<file path="src/rtl/decode_hazard_if.sv">
// Decode hazard unit bundle: pipeline-side inputs
// and the mux/freeze/counter outputs it drives.
interface decode_hazard_if #(
  parameter int NB_REG = 5,
  parameter int NB_SRC = 2,
  parameter int NB_CNT = 32
);
  logic                     i_enable;
  logic [NB_SRC*NB_REG-1:0] i_src_regs;
  logic [NB_SRC-1:0]        i_src_used;
  logic                     i_is_branch;
  logic                     i_id_ex_reg_write;
  logic                     i_id_ex_mem_read;
  logic [NB_REG-1:0]        i_id_ex_write_reg;
  logic                     i_ex_mem_reg_write;
  logic                     i_ex_mem_mem_read;
  logic [NB_REG-1:0]        i_ex_mem_write_reg;
  logic                     i_mem_wb_reg_write;
  logic [NB_REG-1:0]        i_mem_wb_write_reg;
  logic [2*NB_SRC-1:0]      o_fwd_sel;
  logic                     o_stall;
  logic                     o_bubble;
  logic [NB_CNT-1:0]        o_stall_cycles;
  logic [NB_CNT-1:0]        o_fwd_count;

  modport master (
    output i_enable, i_src_regs, i_src_used,
    output i_is_branch,
    output i_id_ex_reg_write, i_id_ex_mem_read,
    output i_id_ex_write_reg,
    output i_ex_mem_reg_write, i_ex_mem_mem_read,
    output i_ex_mem_write_reg,
    output i_mem_wb_reg_write, i_mem_wb_write_reg,
    input  o_fwd_sel, o_stall, o_bubble,
    input  o_stall_cycles, o_fwd_count
  );

  modport slave (
    input  i_enable, i_src_regs, i_src_used,
    input  i_is_branch,
    input  i_id_ex_reg_write, i_id_ex_mem_read,
    input  i_id_ex_write_reg,
    input  i_ex_mem_reg_write, i_ex_mem_mem_read,
    input  i_ex_mem_write_reg,
    input  i_mem_wb_reg_write, i_mem_wb_write_reg,
    output o_fwd_sel, o_stall, o_bubble,
    output o_stall_cycles, o_fwd_count
  );
endinterface

</file>
<file path="src/rtl/decode_hazard_unit.sv">
// Decode-stage forwarding select, load-use/branch
// stall detection and saturating perf counters.
module decode_hazard_unit #(
  parameter int NB_REG = 5,
  parameter int NB_SRC = 2,
  parameter int NB_CNT = 32
) (
  input logic             clock,
  input logic             reset,
  decode_hazard_if.slave  bus
);

  typedef enum logic {RUN, HOLD} state_t;

  localparam logic [NB_CNT-1:0] CNT_ONE =
    {{(NB_CNT-1){1'b0}}, 1'b1};

  state_t              state_q, state_d;
  logic [1:0]          rem_q, rem_d;
  logic [NB_CNT-1:0]   sc_q, sc_d;
  logic [NB_CNT-1:0]   fc_q, fc_d;
  logic [NB_SRC-1:0]   m_ex, m_mem, m_wb;
  logic [2*NB_SRC-1:0] fwd_sel;
  logic [1:0]          need;
  logic                stall;
  logic                any_ex, any_mem;

  for (genvar k = 0; k < NB_SRC; k++) begin : g_src
    logic [NB_REG-1:0] src;
    logic              used;
    assign src  = bus.i_src_regs[k*NB_REG +: NB_REG];
    assign used = bus.i_src_used[k] && (src != '0);
    assign m_ex[k] = used && bus.i_id_ex_reg_write
      && (bus.i_id_ex_write_reg == src);
    assign m_mem[k] = used && bus.i_ex_mem_reg_write
      && (bus.i_ex_mem_write_reg == src);
    assign m_wb[k] = used && bus.i_mem_wb_reg_write
      && (bus.i_mem_wb_write_reg == src);
    assign fwd_sel[2*k +: 2] =
      (m_mem[k] && !bus.i_ex_mem_mem_read) ? 2'b01 :
      m_wb[k]                              ? 2'b10 :
                                             2'b00;
  end

  assign any_ex  = |m_ex;
  assign any_mem = |m_mem;

  // Stall need: first matching hazard row wins
  always_comb begin
    need = 2'd0;
    unique case (1'b1)
      (bus.i_is_branch && any_ex
        && bus.i_id_ex_mem_read):  need = 2'd2;
      (any_ex && bus.i_id_ex_mem_read
        && !bus.i_is_branch):      need = 2'd1;
      (bus.i_is_branch && any_ex
        && !bus.i_id_ex_mem_read): need = 2'd1;
      (bus.i_is_branch && !any_ex && any_mem
        && bus.i_ex_mem_mem_read): need = 2'd1;
      default:                     need = 2'd0;
    endcase
  end

  // Stall FSM: RUN stalls on need, HOLD extends it
  always_comb begin
    state_d = state_q;
    rem_d   = rem_q;
    stall   = 1'b0;
    unique case (state_q)
      RUN: begin
        stall = (need != 2'd0);
        if (bus.i_enable && need >= 2'd2) begin
          state_d = HOLD;
          rem_d   = need - 2'd1;
        end
      end
      HOLD: begin
        stall = 1'b1;
        if (bus.i_enable) begin
          rem_d = rem_q - 2'd1;
          if (rem_d == 2'd0) state_d = RUN;
        end
      end
      default: state_d = RUN;
    endcase
  end

  // Saturating stall and forward counters
  always_comb begin
    sc_d = sc_q;
    fc_d = fc_q;
    if (bus.i_enable) begin
      if (stall && !(&sc_q)) sc_d = sc_q + CNT_ONE;
      if (!stall && (|fwd_sel) && !(&fc_q))
        fc_d = fc_q + CNT_ONE;
    end
  end

  // State and counter registers, sync reset
  always_ff @(posedge clock) begin
    if (reset) begin
      state_q <= RUN;
      rem_q   <= 2'd0;
      sc_q    <= '0;
      fc_q    <= '0;
    end else begin
      state_q <= state_d;
      rem_q   <= rem_d;
      sc_q    <= sc_d;
      fc_q    <= fc_d;
    end
  end

  assign bus.o_fwd_sel      = fwd_sel;
  assign bus.o_stall        = stall;
  assign bus.o_bubble       = stall;
  assign bus.o_stall_cycles = sc_q;
  assign bus.o_fwd_count    = fc_q;

endmodule

</file>
<file path="src/flat_wrapper.sv">
// flat-port wrapper written by rule: the top's interface ports become plain ports
module decode_hazard_unit_flat 
#(
  parameter int NB_REG = 5,
  parameter int NB_SRC = 2,
  parameter int NB_CNT = 32
)
  (clock, reset, bus_i_enable, bus_i_src_regs, bus_i_src_used, bus_i_is_branch, bus_i_id_ex_reg_write, bus_i_id_ex_mem_read, bus_i_id_ex_write_reg, bus_i_ex_mem_reg_write, bus_i_ex_mem_mem_read, bus_i_ex_mem_write_reg, bus_i_mem_wb_reg_write, bus_i_mem_wb_write_reg, bus_o_fwd_sel, bus_o_stall, bus_o_bubble, bus_o_stall_cycles, bus_o_fwd_count);
  decode_hazard_if #(.NB_REG(NB_REG), .NB_SRC(NB_SRC), .NB_CNT(NB_CNT)) bus_i ();
  input logic clock;
  input logic reset;
  input wire logic [$bits(bus_i.i_enable)-1:0] bus_i_enable;
  input wire logic [$bits(bus_i.i_src_regs)-1:0] bus_i_src_regs;
  input wire logic [$bits(bus_i.i_src_used)-1:0] bus_i_src_used;
  input wire logic [$bits(bus_i.i_is_branch)-1:0] bus_i_is_branch;
  input wire logic [$bits(bus_i.i_id_ex_reg_write)-1:0] bus_i_id_ex_reg_write;
  input wire logic [$bits(bus_i.i_id_ex_mem_read)-1:0] bus_i_id_ex_mem_read;
  input wire logic [$bits(bus_i.i_id_ex_write_reg)-1:0] bus_i_id_ex_write_reg;
  input wire logic [$bits(bus_i.i_ex_mem_reg_write)-1:0] bus_i_ex_mem_reg_write;
  input wire logic [$bits(bus_i.i_ex_mem_mem_read)-1:0] bus_i_ex_mem_mem_read;
  input wire logic [$bits(bus_i.i_ex_mem_write_reg)-1:0] bus_i_ex_mem_write_reg;
  input wire logic [$bits(bus_i.i_mem_wb_reg_write)-1:0] bus_i_mem_wb_reg_write;
  input wire logic [$bits(bus_i.i_mem_wb_write_reg)-1:0] bus_i_mem_wb_write_reg;
  output wire logic [$bits(bus_i.o_fwd_sel)-1:0] bus_o_fwd_sel;
  output wire logic [$bits(bus_i.o_stall)-1:0] bus_o_stall;
  output wire logic [$bits(bus_i.o_bubble)-1:0] bus_o_bubble;
  output wire logic [$bits(bus_i.o_stall_cycles)-1:0] bus_o_stall_cycles;
  output wire logic [$bits(bus_i.o_fwd_count)-1:0] bus_o_fwd_count;
  assign bus_i.i_enable = bus_i_enable;
  assign bus_i.i_src_regs = bus_i_src_regs;
  assign bus_i.i_src_used = bus_i_src_used;
  assign bus_i.i_is_branch = bus_i_is_branch;
  assign bus_i.i_id_ex_reg_write = bus_i_id_ex_reg_write;
  assign bus_i.i_id_ex_mem_read = bus_i_id_ex_mem_read;
  assign bus_i.i_id_ex_write_reg = bus_i_id_ex_write_reg;
  assign bus_i.i_ex_mem_reg_write = bus_i_ex_mem_reg_write;
  assign bus_i.i_ex_mem_mem_read = bus_i_ex_mem_mem_read;
  assign bus_i.i_ex_mem_write_reg = bus_i_ex_mem_write_reg;
  assign bus_i.i_mem_wb_reg_write = bus_i_mem_wb_reg_write;
  assign bus_i.i_mem_wb_write_reg = bus_i_mem_wb_write_reg;
  assign bus_o_fwd_sel = bus_i.o_fwd_sel;
  assign bus_o_stall = bus_i.o_stall;
  assign bus_o_bubble = bus_i.o_bubble;
  assign bus_o_stall_cycles = bus_i.o_stall_cycles;
  assign bus_o_fwd_count = bus_i.o_fwd_count;
  decode_hazard_unit #(.NB_REG(NB_REG), .NB_SRC(NB_SRC), .NB_CNT(NB_CNT)) u_core (.clock(clock), .reset(reset), .bus(bus_i));
endmodule
</file>
<file path="config.mk">
export PLATFORM = sky130hd
export DESIGN_NAME = decode_hazard_unit_flat
export DESIGN_NICKNAME = d
export VERILOG_FILES = /design/src/rtl/decode_hazard_if.sv /design/src/rtl/decode_hazard_unit.sv /design/src/flat_wrapper.sv
export SDC_FILE = /design/constraint.sdc
export NUM_CORES = 1
export LEC_CHECK = 0
export CAP_MARGIN = 20
export CORE_AREA = 3 3 151 117
export CTS_CLUSTER_DIAMETER = 30
export DETAILED_ROUTE_END_ITERATION = 10
export DIE_AREA = 0 0 154 120
export GPL_TIMING_DRIVEN = 0
export HOLD_SLACK_MARGIN = 0.08
export PLACE_DENSITY = 0.45
export SYNTH_ARGS = -nofsm -noshare
export SYNTH_HDL_FRONTEND = slang
export SYNTH_SLANG_ARGS = --single-unit
</file>
<file path="constraint.sdc">
create_clock -name clock -period 4.1 [get_ports clock]
set_clock_uncertainty 0.15 [all_clocks]
set_input_delay 0.615 -clock clock [delete_from_list [all_inputs] [get_ports clock]]
set_output_delay 0.615 -clock clock [all_outputs]
set_load 0.05 [all_outputs]
</file>
## Yosys cells after proc, flatten, opt, wreduce, memory -nomap -nowiden

Cells that the tools add are included.

| word-level totals | value |
|---|---|
| register bits | 67 |
| bits of input ports | 36 |
| output and inout port bits | 70 |
| word-level logic and storage cells | 79 |

| cells by class | value |
|---|---|
| add/subtract/negate cells | 4 |
| order comparisons | 1 |
| equal/unequal tests | 8 |
| muxes and demuxes | 13 |
| bitwise operators | 1 |
| reductions and logical operators | 48 |

Operators with widths:

| kind | number |
|---|---|
| adder 32 x 1 -> 32 bit (second input constant) | 2 |
| AND reduction 32 bit | 2 |
| equality test 5 bit | 6 |
| logical AND 1 bit | 28 |
| 2-to-1 mux 2 bit | 6 |
| nonzero test 5 bit | 2 |
| case mux 2 bit (2 select lines) | 2 |
| zero test 1 bit | 7 |
| AND reduction 2 bit | 3 |
| case mux 1 bit (2 select lines) | 2 |
| OR reduction 2 bit | 2 |
| OR reduction 4 bit | 1 |
| subtractor 2 x 1 -> 2 bit (second input constant) | 2 |
| 2-to-1 mux 1 bit | 3 |
| OR reduction 3 bit | 1 |
| greater-or-equal comparator 2 bit (second input constant) | 1 |
| zero test 2 bit | 1 |
| != test 2 x 1 -> 1 bit (second input constant) | 1 |
| != test 2 bit (second input constant) | 1 |
| nonzero test 2 bit | 1 |
| NOT 1 bit | 1 |

## Longest topological paths before layout

Gate-level depths: netlist (run 1).

| logic depth | value |
|---|---|
| depth in word-level cells | 17 |
| depth in mapped cells | 14 |
| mapped depth without buffers | 14 |

## Worst setup path before layout (run 1)

No wires, ideal clock.

| timing path | value |
|---|---|
| kind | in2reg |
| from | input bus_i_src_regs[0] |
| to | register u_core.sc_q[27] (netlist: u_core.bus.o_stall_cycles[27]) |
| setup time | 128 ps |
| arrival time | 3669 ps |
| data required time | 3822 ps |
| slack | 153 ps |
| stages on the path | 14 |
| buffers on the path | 0 |
| path through | or4_1 > o21ai_2 > nor3_1 > a31o_2 > nor3_1 > a21oi_1 > ha_1 > nor2b_1 > inv_1 > nand2_1 > a31oi_1 > nand4_1 > xor2_1 > nor2_1 |

| on the way | value |
|---|---|
| word-level cells in the longest chain between the ends | 15 |
| elaborated cells on any way between the ends | 25 |
| those cells by class | eq/ne (2); mux (2); reduce/logical (21) |

Ends and longest elaborated chain:

| item | line | text |
|---|---|---|
| start, declared | flat_wrapper.sv:13 | `input wire logic [$bits(bus_i.i_src_regs)-1:0] bus_i_src_regs;` |
| nonzero test 5 bit | decode_hazard_unit.sv:32 | `assign used = bus.i_src_used[k] && (src != '0);` |
| logical AND 1 bit | decode_hazard_unit.sv:32 |  |
| logical AND 1 bit | decode_hazard_unit.sv:33 | `assign m_ex[k] = used && bus.i_id_ex_reg_write` |
| logical AND 1 bit | decode_hazard_unit.sv:34 | `&& (bus.i_id_ex_write_reg == src);` |
| OR reduction 2 bit | decode_hazard_unit.sv:45 | `assign any_ex = \|m_ex;` |
| zero test 1 bit | decode_hazard_unit.sv:58 | `(bus.i_is_branch && !any_ex && any_mem` |
| logical AND 1 bit (2 in series) | decode_hazard_unit.sv:58 |  |
| logical AND 1 bit | decode_hazard_unit.sv:59 | `&& bus.i_ex_mem_mem_read): need = 2'd1;` |
| OR reduction 3 bit (no source line) | - |  |
| case mux 2 bit (2 select lines) * | decode_hazard_unit.sv:51 | `unique case (1'b1)` |
| nonzero test 2 bit * | decode_hazard_unit.sv:71 | `stall = (need != 2'd0);` |
| case mux 1 bit (2 select lines) * | decode_hazard_unit.sv:69 | `unique case (state_q)` |
| via bus_o_bubble | flat_wrapper.sv:26 | `output wire logic [$bits(bus_i.o_bubble)-1:0] bus_o_bubble;` |
| logical AND 1 bit * | decode_hazard_unit.sv:93 | `if (stall && !(&sc_q)) sc_d = sc_q + CNT_ONE;` |
| AND reduction 2 bit (no source line) * | - |  |
| end signal, assigned | decode_hazard_unit.sv:104 | `sc_q <= '0;` |
| end signal, assigned | decode_hazard_unit.sv:109 | `sc_q <= sc_d;` |
| end, declared | decode_hazard_unit.sv:20 | `logic [NB_CNT-1:0] sc_q, sc_d;` |

Mark *: on every way through the listed nets, which the timed path passes. The rest lies on a longest branch.
A chain may end at the register's enable or synchronous reset.

## Final worst setup path (run 1)

| timing path | value |
|---|---|
| from | input bus_i_src_regs[0] |
| to | register u_core.fc_q[28] (netlist: u_core.bus.o_fwd_count[28]) |

| on the way | value |
|---|---|
| word-level cells in the longest chain between the ends | 17 |
| elaborated cells on any way between the ends | 34 |
| those cells by class | eq/ne (3); mux (4); reduce/logical (27) |

Ends and longest elaborated chain:

| item | line | text |
|---|---|---|
| nonzero test 5 bit | decode_hazard_unit.sv:32 |  |
| logical AND 1 bit | decode_hazard_unit.sv:32 |  |
| logical AND 1 bit | decode_hazard_unit.sv:33 |  |
| logical AND 1 bit | decode_hazard_unit.sv:34 |  |
| OR reduction 2 bit | decode_hazard_unit.sv:45 |  |
| zero test 1 bit | decode_hazard_unit.sv:58 |  |
| logical AND 1 bit (2 in series) | decode_hazard_unit.sv:58 |  |
| logical AND 1 bit | decode_hazard_unit.sv:59 |  |
| OR reduction 3 bit (no source line) | - |  |
| case mux 2 bit (2 select lines) | decode_hazard_unit.sv:51 |  |
| nonzero test 2 bit | decode_hazard_unit.sv:71 |  |
| case mux 1 bit (2 select lines) | decode_hazard_unit.sv:69 |  |
| zero test 1 bit | decode_hazard_unit.sv:94 | `if (!stall && (\|fwd_sel) && !(&fc_q))` |
| logical AND 1 bit * (2 in series) | decode_hazard_unit.sv:94 |  |
| AND reduction 2 bit (no source line) * | - |  |
| end signal, assigned | decode_hazard_unit.sv:105 | `fc_q <= '0;` |
| end signal, assigned | decode_hazard_unit.sv:110 | `fc_q <= fc_d;` |
| end, declared | decode_hazard_unit.sv:21 | `logic [NB_CNT-1:0] fc_q, fc_d;` |

Every way passes the cells marked *; elsewhere a longest branch is shown, timed or not.

==> out/metrics.yaml, run 1 <==
p_comb_frac: 0.096
criticalPathCategory: "input port to register"
area_delta_synth_final_pct: 41.4
synth_edf_count: 0
grt-ovfl-total: 0
swShare: 0.238
h-tree-depth: 3
tightestPinTransition_ns: 0.734
reg2reg_depth: 6
seq_power_share: 0.437
cts_hold_buffers: 0
path_clk_slew_ns: 0.05
grt_pass1_wl_um: 21800
coreArea_um2: 16500
clkPwrFrac: 0.467
syn-num-nets: 544
ant_nets: 0
rrSetupSlack_ns: 1.31
wl_um: 13400
whs_path_depth: 2
num_io_pins: 106
dpl.hpwl_um: 10200
layout-drive-gt1-share: 0.0861
numCtsBuffers: 9
clk_latency_ns: 0.33
holdCritPathClass: "register to register"
ir_worst_vdd_mv: 0.167
die_w_um: 154
total_power_w: 0.00149
final_cell_mix: "clkdlybuf4s50_1 (94), dfxtp_1 (67), nor2_1 (46)"
pre_cts_slack_ns: -0.833
slew_viol_final: 0
max_freq_ghz: 0.258
slew_headroom: 0.506
ys_seq_area_frac: 0.331
root_buffer: "clkbuf_16"
port_buffers: 104
powerDensity_nw_per_um2: 261
status: "complete, no violations"
rsz0062_at_grt: "no"
r2r_start: "u_core.bus.o_fwd_count[14]"
hold_viol: 0
min_to: "u_core.bus.o_fwd_count[9]"
drt-wirelength-per-cell_um: 16.0
ys_warn_count: 0
holdWs_ns: 0.348
fin_nets: 663
p_switching_w: 0.000355
placed_cells: 823
crit_fanout: 6
n_antenna_cell: 0
grt_use_total: 0.145
cp.required_ns: 4.20
synthDistinctLibCells: 49
drt-initial-drc-count: 309
worst_slack_ns: 0.231
hold_start: "u_core.bus.o_fwd_count[9]"
final_core_util: 0.348
synth_async_sr_flop_share: 0
rows: 41
chipHeight_um: 120
period_share: 0.944
start_kind: "input port"
antenna_found_initial: 0
mostFrequentLayoutCell: "clkdlybuf4s50_1"
grt_pass1_vias: 4081
die-area_um2: 18500
cp-end-kind: "register"
finalNonFillerCells: 842
initial_core_util: 0.246
syn_avg_cell_area_um2: 8.03
p_leak_nw: 1.80
gp_congestion: 0.828
grt_max_degree: 11
synth-main-ff-cell: "dfxtp_1"
setup_viol: 0
critPathArrivalTime_ns: 3.97
cts_tree: "done"
netlist_area_um2: 4050
via_count: 4214
netlist_instances: 504
r2r_end: "u_core.bus.o_fwd_count[21]"
period_needed_ns: 3.87
drc: 0
cts_sinks: 67
drv_cap: 0
avgViaCountPerCell: 5.00
cts_buffer_depth: 2
ys_ff_latch: 67
drtPass1Iterations: 5
p_int_w: 0.00114
## synthesized netlist by cell type (all sizes together), types with 3 or more instances
library cell | n | area share
nor4 | 6 | 0.020
or2 | 3 | 0.0046
buf | 4 | 0.011
inv | 10 | 0.0093
or4 | 11 | 0.021
ha | 4 | 0.012
and4 | 4 | 0.0087
dfxtp | 67 | 0.33
nand3b | 3 | 0.0056
nand2 | 35 | 0.032
and3 | 11 | 0.017
nor3 | 21 | 0.030
a21oi | 40 | 0.049
xor2 | 22 | 0.048
mux2 | 4 | 0.015
nand3 | 28 | 0.035
nand4 | 43 | 0.066
clkbuf | 15 | 0.014
xnor2 | 31 | 0.067
o21ai | 31 | 0.042
nor2b | 6 | 0.0093
and2 | 3 | 0.0046
or3 | 30 | 0.046
o31ai | 8 | 0.015
nor2 | 47 | 0.044
## power groups by stage
stage,Clock [W],Combinational (W),Sequential (W)
floorplan,0,0.0000691,0.000667
global placement,0,0.000139,0.000666
detailed placement,0,0.000141,0.000666
CTS,0.000723,0.000144,0.000652
global route,0.000749,0.000156,0.000652
finish,0.000698,0.000143,0.000652
## flip-flops by register name, indices dropped and copies added (netlist names)
name / count
u_core.rem_q: 2
u_core.state_q: 1
u_core.bus.o_fwd_count: 32
u_core.bus.o_stall_cycles: 32
## how the worst max path moves through the flow
stage,end,slack [ns],startpoint
after floorplan,u_core.bus.o_stall_cycles[27],0.15,bus_i_src_regs[0]
after global placement,bus_o_stall,-0.81,bus_i_src_regs[0]
after detailed placement,u_core.bus.o_stall_cycles[27],-0.83,bus_i_src_regs[5]
after CTS,u_core.bus.o_stall_cycles[20],-0.002,bus_i_src_regs[8]
after global routing,u_core.bus.o_fwd_count[24],0.02,bus_i_src_regs[5]
final,u_core.bus.o_fwd_count[28],0.23,bus_i_src_regs[0]
## final cells by class
class                   count  area (um^2)
fillers                  1719        10700
multi-input cells         408         2630
flip-flops and latches     67         1340
clock buffers              13          250
clock inverters             2         12.5
repair buffers            108         1080
inverters                  10         37.5
well taps                 215          269
plain buffers              19          109
## timing repair
item / in CTS / in global routing
pin swaps: 3 / 3
buffers inserted: 3 / 1
endpoints found under the setup margin: 30 / 33
gates resized for setup: 22 / 11
## critical path: stages
cell,delay [ns]
dlygate4sd2_1,0.32
or4_4,0.58
o21ai_4,0.20
nor3_1,0.08
a31o_2,0.25
a21oi_1,0.14
ha_1,0.19
and3b_2,0.21
nand3_1,0.12
a2111oi_4,0.38
o41ai_4,0.22
or4_1,0.50
a21oi_1,0.16
## cells by family (layout without fill, tap and decap cells)
family | Yosys count | in the layout | synth area share
xor gates and xnor gates | 53 | 53 | 0.115
and+or+nand+nor | 258 | 258 | 0.361
adders and majority gates | 4 | 4 | 0.0124
muxes | 5 | 5 | 0.0173
DFF | 67 | 67 | 0.331
buffers and inverters | 29 | 152 | 0.0349
AOI/OAI and AO/OA | 88 | 88 | 0.128
## layer usage
| metal | global-route usage | part of all wire |
|---|---|---|
| met5 | 0 | 0 |
| met4 | 0.0325 | 0.0075 |
| met3 | 0.0317 | 0.055 |
| met2 | 0.214 | 0.44 |
| met1 | 0.215 | 0.50 |
## per-stage QoR
stage | area [um^2] | TNS (ns)
6_report | 5720 | 0
5_1_grt | 5720 | 0
4_1_cts | 5680 | -0.00160
3_5_place_dp | 5360 | -24.12
3_3_place_gp | 5360 | -23.79
2_1_floorplan | 4050 | 0
Power figures use the tool's default switching activity.
==> run 2, diff against run 1 <==
SKIP_LAST_GASP = 1   (was unset)
clock period = 4.31 ns   (was 4.1 ns; I/O delays follow)
==> run 2 against run 1 <==
- non-clock buffer count unchanged
- routed wire length decreased by 0.35%
- sequential power decreased by 4.9%
- largest cell class unchanged
- clock power decreased by 5.0%
- die area unchanged
- largest power group unchanged
- critical endpoint is now bus_o_stall
- total power decreased by 4.8%
==> out/metrics.yaml, run 2 (synthesized netlist as in run 1, its figures left out) <==
holdWs_ns: 0.349  # +0.000193 ns
port_buffers: 104  # unchanged
drt-wirelength-per-cell_um: 15.9  # -0.35%
drc: 0  # unchanged
slew_headroom: 0.505  # about the same
drtPass1Iterations: 4  # -1
totalNegativeSetupSlack_ns: 0  # unchanged
criticalPathCategory: "input port to primary output"
rrSetupSlack_ns: 1.51  # +0.20 ns
drv_cap: 0  # unchanged
num_io_pins: 106  # unchanged
p_leak_nw: 1.78  # -1.1%
grt_pass1_wl_um: 21800  # -0.22%
clk_latency_ns: 0.33  # about the same
ir_worst_vdd_mv: 0.160  # -4.0%
die_w_um: 154  # unchanged
mostFrequentLayoutCell: "clkdlybuf4s50_1"
cts_tree: "done"
whs_path_depth: 2  # unchanged
via_count: 4174  # -0.95%
met3_length_um: 632  # -14%
period_needed_ns: 4.23
tightestPinTransition_ns: 0.735  # +0.000555 ns
grt_max_degree: 11  # unchanged
met1Wirelength_um: 6850  # +2.1%
root_buffer: "clkbuf_16"
period_share: 0.981
wl_met2_um: 5780  # -2.1%
path_clk_slew_ns: 0.05  # about the same
crit_fanout: 6  # unchanged
setup_viol: 0  # unchanged
fin_nets: 663  # unchanged
slew_viol_final: 0  # unchanged
chipHeight_um: 120  # unchanged
final_area_um2: 5720  # -0.13%
n_antenna_cell: 0  # unchanged
h-tree-depth: 3  # unchanged
ant_nets: 0  # unchanged
layout-drive-gt1-share: 0.0813  # -0.00478
avgViaCountPerCell: 4.96  # -0.95%
rows: 41  # unchanged
placed_cell_area_um2: 5360  # unchanged
final_core_util: 0.347  # -0.000456
cts_sinks: 67  # unchanged
antenna_found_initial: 0  # unchanged
cp.required_ns: 3.51  # -0.69 ns
start_kind: "input port"
holdCritPathClass: "register to register"
coreArea_um2: 16500  # unchanged
initial_core_util: 0.246  # unchanged
hold_start: "u_core.bus.o_fwd_count[9]"
cp-end-kind: "primary output"
critPathArrivalTime_ns: 3.43  # -0.54 ns
max_freq_ghz: 0.237
grt_use_total: 0.145  # -0.000532
fill_cells: 1731  # +0.70%
grt_pass1_vias: 4086  # +0.12%
powerDensity_nw_per_um2: 249  # -4.7%
reg2reg_depth: 6  # unchanged
cts_buffer_depth: 2  # unchanged
drt-initial-drc-count: 294  # -4.9%
highest_layer: "met4"
r2r_end: "u_core.bus.o_fwd_count[21]"
gp_congestion: 0.828  # unchanged
wl_um: 13400  # -0.35%
numCtsBuffers: 9  # unchanged
area_delta_synth_final_pct: 41.2
min_to: "u_core.bus.o_fwd_count[9]"
status: "complete, no violations"
final_cell_mix: "clkdlybuf4s50_1 (98), dfxtp_1 (67), nor2_1 (46)"
rsz0062_at_grt: "yes"
hold_viol: 0  # unchanged
die-area_um2: 18500  # unchanged
r2r_start: "u_core.bus.o_fwd_count[14]"
grt-ovfl-total: 0  # unchanged
dpl.hpwl_um: 10200  # unchanged
## run 2: what timing repair did
item	in CTS	in global routing
endpoints found under the setup margin	17	36
setup buffers	0	4
gates resized for setup	12	11
hold buffers	0	0
pin swaps	0	4
## run 2: worst max-delay path: stages
cell,delay [ns]
clkdlybuf4s50_1,0.52
or4_4,0.57
o21ai_4,0.24
nor3_1,0.08
a31o_2,0.26
nor3_1,0.14
a21oi_1,0.06
ha_1,0.22
nor2b_1,0.17
inv_2,0.14
buf_4,0.12
buf_2,0.24
## run 2: worst max path at each step
stage / from / to / cells after the start
after floorplan: bus_i_src_regs[0] / u_core.bus.o_stall_cycles[27] / 14
after global placement: bus_i_src_regs[0] / bus_o_stall / 12
after detailed placement: bus_i_src_regs[5] / bus_o_stall / 12
after CTS: bus_i_src_regs[5] / bus_o_stall / 12
after global routing: bus_i_src_regs[3] / bus_o_stall / 12
final: bus_i_src_regs[3] / bus_o_stall / 12
## run 2: cell type report
class	instances	area (um^2)	share of cell area
multi-input cells	408	2620	0.458
flip-flops and latches	67	1340	0.235
repair buffers	108	1080	0.190
well taps	215	269	0.0471
clock buffers	13	250	0.0438
plain buffers	19	105	0.0184
inverters	10	37.5	0.00657
clock inverters	2	12.5	0.00219
## run 2: metal layers
| metal | vias up | global-route usage |
|---|---|---|
| met5 | - | 0 |
| met4 | 0 | 0.0336 |
| met3 | 14 | 0.0317 |
| met2 | 121 | 0.214 |
| met1 | 1943 | 0.213 |
| li1 | 2096 | - |
## run 2: report_power, final
group | switching, W | total, W | internal, W
sequential | 0.000000423 | 0.000620 | 0.000620
clock | 0.000262 | 0.000663 | 0.000401
combinational | 0.0000750 | 0.000138 | 0.0000626
total | 0.000337 | 0.00142 | 0.00108
## run 2: stage by stage
step	cells	power, W	setup slack, ns
2_1_floorplan	504	0.000701	0.332
3_3_place_gp	823	0.000766	-0.661
3_5_place_dp	823	0.000768	-0.683
4_1_cts	838	0.00144	-0.214
5_1_grt	842	0.00148	-0.0759
6_report	842	0.00142	0.0832
==> run 3, diff against run 2 <==
CTS_CLUSTER_DIAMETER = unset   (was 30)
==> results of run 3 <==
The final DEF is identical to that of run 2; final timing and power are the same.
